$ cat src/rtl/regfile_mp_if.sv
// regfile_mp_if: read/write/scoreboard bus between pipeline stages and the register file
interface regfile_mp_if #(
  parameter int WIDTH  = 32,
  parameter int DEPTH  = 32,
  parameter int NREAD  = 2,
  parameter int NWRITE = 2
);
  localparam int AW = $clog2(DEPTH);
  logic                    ready;
  logic [NWRITE-1:0]       we;
  logic [NWRITE*AW-1:0]    waddr;
  logic [NWRITE*WIDTH-1:0] wdata;
  logic [NREAD*AW-1:0]     raddr;
  logic [NREAD*WIDTH-1:0]  rdata;
  logic [NREAD-1:0]        rbusy;
  logic                    bset;
  logic [AW-1:0]           bset_addr;
  modport master (input ready, rdata, rbusy, output we, waddr, wdata, raddr, bset, bset_addr);
  modport slave  (output ready, rdata, rbusy, input we, waddr, wdata, raddr, bset, bset_addr);
endinterface

$ cat src/rtl/regfile_mp.sv
// regfile_mp: multi-port register file with write-first bypass, zero register, pending-write scoreboard and init sequencer
module regfile_mp #(
  parameter int WIDTH    = 32,
  parameter int DEPTH    = 32,
  parameter int NREAD    = 2,
  parameter int NWRITE   = 2,
  parameter bit ZERO_REG = 1
) (
  input logic        clk,
  input logic        rst_n,
  regfile_mp_if.slave bus
);
  localparam int AW = $clog2(DEPTH);
  typedef enum logic {INIT, RUN} state_t;
  state_t               state_q, state_d;
  logic [AW-1:0]        cnt_q, cnt_d;
  logic [DEPTH-1:0]     busy_q, busy_d;
  logic [WIDTH-1:0]     mem_q [DEPTH];
  logic                 run;
  logic [NREAD*WIDTH-1:0] rdata_d;
  logic [NREAD-1:0]     rbusy_d;
  // state, init counter and scoreboard; array is deliberately left out of reset
  always_ff @(posedge clk or negedge rst_n) begin
    if (!rst_n) begin
      state_q <= INIT;
      cnt_q   <= '0;
      busy_q  <= '0;
    end else begin
      state_q <= state_d;
      cnt_q   <= cnt_d;
      busy_q  <= busy_d;
    end
  end
  // leave INIT once the last register has been zeroed
  always_comb begin
    state_d = (state_q == INIT && cnt_q == AW'(DEPTH-1)) ? RUN : state_q;
    cnt_d   = (state_q == INIT) ? cnt_q + AW'(1) : '0;
  end
  // ready and read-side outputs; everything reads as zero until init completes
  always_comb begin
    run     = (state_q == RUN);
    rdata_d = '0;
    rbusy_d = '0;
    if (run) begin
      for (int j = 0; j < NREAD; j++) begin
        rdata_d[j*WIDTH +: WIDTH] = mem_q[bus.raddr[j*AW +: AW]];
        for (int i = 0; i < NWRITE; i++)
          if (bus.we[i] && bus.waddr[i*AW +: AW] == bus.raddr[j*AW +: AW])
            rdata_d[j*WIDTH +: WIDTH] = bus.wdata[i*WIDTH +: WIDTH];
        if (ZERO_REG && bus.raddr[j*AW +: AW] == '0) rdata_d[j*WIDTH +: WIDTH] = '0;
        rbusy_d[j] = busy_q[bus.raddr[j*AW +: AW]];
      end
    end
  end
  assign bus.ready = run;
  assign bus.rdata = rdata_d;
  assign bus.rbusy = rbusy_d;
  // writes clear pending bits, bset applied last so a same-cycle set wins
  always_comb begin
    busy_d = busy_q;
    if (run) begin
      for (int i = 0; i < NWRITE; i++)
        if (bus.we[i]) busy_d[bus.waddr[i*AW +: AW]] = 1'b0;
      if (bus.bset) busy_d[bus.bset_addr] = 1'b1;
    end
    if (ZERO_REG) busy_d[0] = 1'b0;
  end
  // array: zero-fill during INIT, then port writes with the highest index landing last
  always_ff @(posedge clk) begin
    if (!run) mem_q[cnt_q] <= '0;
    else
      for (int i = 0; i < NWRITE; i++)
        if (bus.we[i] && !(ZERO_REG && bus.waddr[i*AW +: AW] == '0))
          mem_q[bus.waddr[i*AW +: AW]] <= bus.wdata[i*WIDTH +: WIDTH];
  end
endmodule

$ cat src/flat_wrapper.sv
// flat-port wrapper written by rule: the top's interface ports become plain ports
module regfile_mp_flat 
#(
  parameter int WIDTH    = 32,
  parameter int DEPTH    = 32,
  parameter int NREAD    = 2,
  parameter int NWRITE   = 2,
  parameter bit ZERO_REG = 1
)
  (clk, rst_n, bus_ready, bus_rdata, bus_rbusy, bus_we, bus_waddr, bus_wdata, bus_raddr, bus_bset, bus_bset_addr);
  regfile_mp_if #(.WIDTH(WIDTH), .DEPTH(DEPTH), .NREAD(NREAD), .NWRITE(NWRITE)) bus_i ();
  input logic clk;
  input logic rst_n;
  output wire logic [$bits(bus_i.ready)-1:0] bus_ready;
  output wire logic [$bits(bus_i.rdata)-1:0] bus_rdata;
  output wire logic [$bits(bus_i.rbusy)-1:0] bus_rbusy;
  input wire logic [$bits(bus_i.we)-1:0] bus_we;
  input wire logic [$bits(bus_i.waddr)-1:0] bus_waddr;
  input wire logic [$bits(bus_i.wdata)-1:0] bus_wdata;
  input wire logic [$bits(bus_i.raddr)-1:0] bus_raddr;
  input wire logic [$bits(bus_i.bset)-1:0] bus_bset;
  input wire logic [$bits(bus_i.bset_addr)-1:0] bus_bset_addr;
  assign bus_ready = bus_i.ready;
  assign bus_rdata = bus_i.rdata;
  assign bus_rbusy = bus_i.rbusy;
  assign bus_i.we = bus_we;
  assign bus_i.waddr = bus_waddr;
  assign bus_i.wdata = bus_wdata;
  assign bus_i.raddr = bus_raddr;
  assign bus_i.bset = bus_bset;
  assign bus_i.bset_addr = bus_bset_addr;
  regfile_mp #(.WIDTH(WIDTH), .DEPTH(DEPTH), .NREAD(NREAD), .NWRITE(NWRITE), .ZERO_REG(ZERO_REG)) u_core (.clk(clk), .rst_n(rst_n), .bus(bus_i));
endmodule
$ cat config.mk
export PLATFORM = sky130hd
export DESIGN_NAME = regfile_mp_flat
export DESIGN_NICKNAME = d
export VERILOG_FILES = /design/src/rtl/regfile_mp_if.sv /design/src/rtl/regfile_mp.sv /design/src/flat_wrapper.sv
export SDC_FILE = /design/constraint.sdc
export NUM_CORES = 2
export LEC_CHECK = 0
export BUFFER_PORTS_ARGS = -buffer_cell sky130_fd_sc_hd__buf_2
export CAP_MARGIN = 20
export CORE_MARGIN = 2
export CORE_UTILIZATION = 40
export CTS_CLUSTER_SIZE = 30
export DETAILED_ROUTE_END_ITERATION = 12
export PLACE_DENSITY = 0.6
export SLEW_MARGIN = 30
export SYNTH_ARGS = -nofsm -noshare
export SYNTH_HDL_FRONTEND = slang
export SYNTH_SLANG_ARGS = --single-unit
export TNS_END_PERCENT = 50
$ cat constraint.sdc
create_clock -name clk -period 4.88 [get_ports clk]
set_input_delay 0.732 -clock clk [delete_from_list [all_inputs] [get_ports clk]]
set_output_delay 0.732 -clock clk [all_outputs]
set_load 0.01 [all_outputs]
Word level (Yosys, flattened, before mapping)
Memory sizes are Yosys's and may differ from the RTL's.
Index checks and enable logic that the tools add are counted.
{"block": "word_totals", "ff_bits": 37, "ramBits": 1024, "wordCells": 75, "inputBits": 94, "output_inout_bits": 67, "n_memories": 1}
{"block": "op_classes", "add_sub_neg": 1, "n_eq_ne": 5, "mux": 34, "n_reduce_logical": 17, "bitwise_logic": 6, "magnitude_cmp": 8}
{"memory": "u_core.mem_q", "depth": 32, "word_bits": 32, "read_ports": 2, "rd_clocked_by_memory_dff": 0, "wr": 2, "line_no": "regfile_mp.sv:18", "rtl": "logic [WIDTH-1:0] mem_q [DEPTH];"}
{"op": "$mux W32", "count": 12}
{"op": "$and A32 B32 Y32", "count": 2}
{"op": "$mux W64", "count": 1}
{"op": "$not A32 Y32", "count": 2}
{"op": "$or A32 B32 Y32", "count": 1}
{"op": "$reduce_or A32 Y1", "count": 1}
{"op": "$lt A5 B6 Y1 const B", "count": 5}
{"op": "$eq A5 B5 Y1", "count": 4}
{"op": "$logic_not A5 Y1", "count": 4}
{"op": "$demux W1 S5", "count": 3}
{"op": "$ge A5 B1 Y1 const B", "count": 3}
{"op": "$mux W1", "count": 13}
{"op": "$bmux W1 S5", "count": 2}
{"op": "$logic_and A1 B1 Y1", "count": 10}
{"op": "$mux W5", "count": 2}
{"op": "$add A5 B1 Y5 const B", "count": 1}
{"op": "$eq A5 B5 Y1 const B", "count": 1}
{"op": "$logic_not A1 Y1", "count": 2}
{"op": "$mux W2", "count": 1}
{"op": "$not A1 Y1", "count": 1}

Logic depth before layout (Yosys ltp)
{"block": "logic_depth", "ltp_word": 13, "ltp_mapped": 10, "ltp_nobuf": 5}

Worst setup path before layout
No wires, ideal clock.
{"block": "synth_timing", "kind": "input to register", "startpoint": "in bus_waddr[2]", "endpoint": "mem u_core.mem_q[11][0] (enable)", "setup_time_ps": 466, "setup_slack_ps": 0, "arrival_time_ps": 4415, "required_time_ps": 4414, "n_path_buf": 2, "stages": 7, "path_cell_list": "or3_1 -> o311a_1 -> buf_2 -> buf_2 -> nor4b_1 -> a21oi_1 -> o21ai_0"}
{"element": "from (decl)", "line_no": "flat_wrapper.sv:18", "rtl": "input wire logic [$bits(bus_i.waddr)-1:0] bus_waddr;"}
{"element": "to (decl)", "line_no": "regfile_mp.sv:18"}

Final worst setup path
{"block": "layout_timing", "startpoint": "in bus_raddr[4]", "endpoint": "out bus_rdata[18]"}
{"block": "layout_between", "elab_chain_cells": 6, "word_cells_on_any_way": 10, "cone_classes": "2 x eq/ne; 4 x mux; 3 x reduce/logical; 1 x memory"}
{"element": "from (decl)", "line_no": "flat_wrapper.sv:20", "rtl": "input wire logic [$bits(bus_i.raddr)-1:0] bus_raddr;"}
{"element": "branches (longest 4 deep; another with $mem_v2 Z32 W32)"}
{"element": "$mux W32 (*)", "line_no": "regfile_mp.sv:50", "rtl": "if (ZERO_REG && bus.raddr[j*AW +: AW] == '0) rdata_d[j*WIDTH +: WIDTH] = '0;"}
{"element": "$mux W64 (*)", "line_no": "regfile_mp.sv:44", "rtl": "if (run) begin"}
{"element": "to (decl)", "line_no": "flat_wrapper.sv:15", "rtl": "output wire logic [$bits(bus_i.rdata)-1:0] bus_rdata;"}
Every way passes the cells marked *.

==> impl_metrics.env <==
export IMPL_status="finished with violations"
export IMPL_violations="negative hold slack"
export IMPL_synth_edf_count=1024
export IMPL_cp_top_family="buffers and inverters"
export IMPL_clk_pin_slew_ns=0.06
export IMPL_hp_class="in -> async"
export IMPL_grt_pass1_vias=45400
export IMPL_p_sw_share_pct=25.7
export IMPL_path_buf_inv=5
export IMPL_clock_latency_ns=0.76
export IMPL_fill_cells=13700
export IMPL_maxCapViolations=0
export IMPL_drt_iter0_drc=7973
export IMPL_power_leakage_uw=0.0229
export IMPL_clock_fmax_mhz=210
export IMPL_clock_sinks=1061
export IMPL_vias_per_cell=6.72
export IMPL_ctsRootBufferMaster="clkbuf_16"
export IMPL_power_frac_comb_pct=12.0
export IMPL_ys_flop_type="edfxtp_1"
export IMPL_avgRoutedWirePerCell_um=34.3
export IMPL_fp_row_count=143
export IMPL_power_density_mw_per_mm2=313
export IMPL_synth_warnings=0
export IMPL_max_stage_delay_ns=0.59
export IMPL_first_pass_iters=8
export IMPL_reg2reg_from="u_core.bus.ready"
export IMPL_pin_count=161
export IMPL_timing_rr_end="u_core.mem_q[28][8]"
export IMPL_regArea_mm2=0.0317
export IMPL_dp_hpwl_um=146000
export IMPL_preCtsSetupSlack_ns=0.0235
export IMPL_die_y_um=396
export IMPL_yosysSeqAreaShare_pct=51.6
export IMPL_synth_distinct_cells=60
export IMPL_irDropWorstVdd_uv=310
export IMPL_r2r_slack_ns=1.12
export IMPL_power_internal_uw=15900
export IMPL_post_synth_top_count_cell="nand2_1"
export IMPL_antenna_found_initial=4
export IMPL_cp_start_kind="input pin"
export IMPL_grt_max_degree=79
export IMPL_cts_tree="done"
export IMPL_place_inst=6976
export IMPL_drtAntennaViolNets=0
export IMPL_syn_mean_instance_area_um2=11.7
export IMPL_finalPower_uw=21400
export IMPL_dr_total_vias=48300
export IMPL_drive_above_1_share_pct=22.0
export IMPL_synthArstFlopShare_pct=3.49
export IMPL_grt_ovfl_total=0
export IMPL_yosys_top_cells_count="1172 x nand2_1, 1024 x edfxtp_1, 1019 x o21ai_0"
export IMPL_cp_end_kind="primary output"
export IMPL_hold_viol=37
export IMPL_portBuffers=160
export IMPL_finalSetupViolations=0
export IMPL_r2r_cells=5
export IMPL_core_mm2=0.152
export IMPL_worst_slack_ns=0.128
export IMPL_slew_headroom_pct=30.7
export IMPL_syn_to_final_growth_pct=11.6
export IMPL_crit_type="in -> out"
export IMPL_synthTopCellsByArea="edfxtp_1 50%, mux4_2 18%, o21ai_0 8.3%"
export IMPL_tightest_slew_ns=1.04
export IMPL_initial_utilization_pct=40.3
export IMPL_nets=5158
export IMPL_sequentialPowerShare_pct=47.3
export IMPL_synth_largest_area_cell="edfxtp_1"
export IMPL_cts_path_max_buffers=3
export IMPL_p_switching_uw=5500
export IMPL_timing_hold_ws_ns=-0.0285
export IMPL_clkPwrFrac_pct=40.8
export IMPL_synth_seq_cells=1061
export IMPL_gp_congestion=0.933
export IMPL_cp_data_arrival_time_ns=4.02
export IMPL_track_usage_pct=30.9
export IMPL_die_w_um=396
export IMPL_fin_crit_sh_pct=97.4
export IMPL_h_tree_depth=3
export IMPL_synthesis_area_mm2=0.0613
export IMPL_worstPathMaxFanout=19
export IMPL_path_depth=10
export IMPL_grt_pass1_wl_um=344000
export IMPL_multi_input_area_mm2=0.0272
export IMPL_critical_path_cell_chain="buf_4, xor2_1, nor4_2, and2_2, buf_4, buf_4, nor4_1, a2111oi_4, buf_4, buf_2"
export IMPL_die_area_mm2=0.157
export IMPL_final_cells=7194
export IMPL_drv_slew=0
export IMPL_rsz0062_at_grt="no"
export IMPL_cts_inserted_buffers=114
export IMPL_cp_endpoint="bus_rdata[18]"
export IMPL_worstPathRequired_ns=4.15
export IMPL_cpMostUsedCell="buf_4"
export IMPL_cpMaxStageDelayCell="a2111oi_4"
export IMPL_synth_cells=5249
export IMPL_syn_num_nets=5345
export IMPL_drc=0
export IMPL_wl_um=247000
export IMPL_yosys_area_top_type_share_pct=50.1
export IMPL_cts_hold_buf=0
export IMPL_period_needed_ns=4.75
export IMPL_cp_startpoint="bus_raddr[4]"
export IMPL_skew_ns=0.0422
[metal layers]
| metal | track usage (%) | wire length (um) |
|---|---|---|
| met1 | 39.8 | 86900 |
| met4 | 17.7 | 16300 |
| met3 | 8.19 | 33200 |
| met5 | 0.277 | 95 |
| met2 | 47.0 | 110000 |
[worst min path at each step]
stage                                  from                end  slack, ns  cells past startpoint
after floorplan                       rst_n   u_core.bus.ready       0.44                      0
after global placement     u_core.busy_q[6]   u_core.busy_q[6]       0.50                      1
after detailed placement  u_core.busy_q[18]  u_core.busy_q[18]       0.51                      1
after CTS                             rst_n  u_core.busy_q[18]       0.11                      1
after global routing                  rst_n  u_core.busy_q[18]      0.005                      1
final                                 rst_n   u_core.busy_q[2]      -0.03                      1
[through the flow]
step,instance area (um^2),TNS [ns],util (%)
detailed placement,64700,0,42.5
global route,68400,0,45.0
finish,68500,0,45.0
CTS,68400,0,45.0
global placement,64600,0,42.5
floorplan,61300,-0.0188,-
[final cells by class]
type	count	area share, %
repair buffers	364	4.64
flip-flops and latches	1061	46.3
clock buffers	153	4.56
inverters	50	0.274
well taps	2030	3.71
diodes	7	0.0256
clock inverters	58	0.790
multi-input cells	3471	39.7
[sequential cells by signal (all words and copies together) (netlist names)]
signal,count
u_core.busy_q,31
u_core.mem_q,1024
u_core.cnt_q,5
u_core.bus.ready,1
[placed cells by master, fill, tap and decap left out, types with 33 or more instances in the layout]
cell       netlist  routed
o221ai_1        55      55
buf_12           0      61
clkbuf_16        0     118
a22o_1          49      49
mux4_2         490     490
inv_1           50      50
mux2i_1        102     102
nand2_1       1172    1147
o21ai_0       1019    1002
o22ai_1        179     165
buf_2          154     153
or4_1           34      33
buf_4           44     142
dfrtp_1         37      37
edfxtp_1      1024    1024
[what timing repair did]
action / CTS / global route
resized for setup: 0 / 2
setup buffers: 0 / 0
hold endpoints to repair: 0 / 0
setup endpoints to repair: 0 / 2
[power by group through the flow]
| stage | clock network, uW | logic, uW | registers [uW] |
|---|---|---|---|
| detailed placement | 0 | 2490 | 10300 |
| CTS | 8750 | 2500 | 10100 |
| floorplan | 0 | 1540 | 10300 |
| global route | 9080 | 2660 | 10100 |
| finish | 8740 | 2560 | 10100 |
| global placement | 0 | 2460 | 10300 |
[kinds of logic (layout without fill, tap and decap cells)]
logic type                 Yosys count  in the layout  share of synthesized area, %
DFF                               1061           1061                          51.6
xor gates and xnor gates            22             22                         0.314
muxes                              598            598                          19.8
AOI/OAI and AO/OA                 1449           1449                          13.5
buffers and inverters              717            625                          5.33
adders and majority gates            2              2                        0.0408
and+or+nand+nor                   1400           1400                          9.43
other                                0              7                             0
Note: power is estimated with default switching activity, not from simulation.
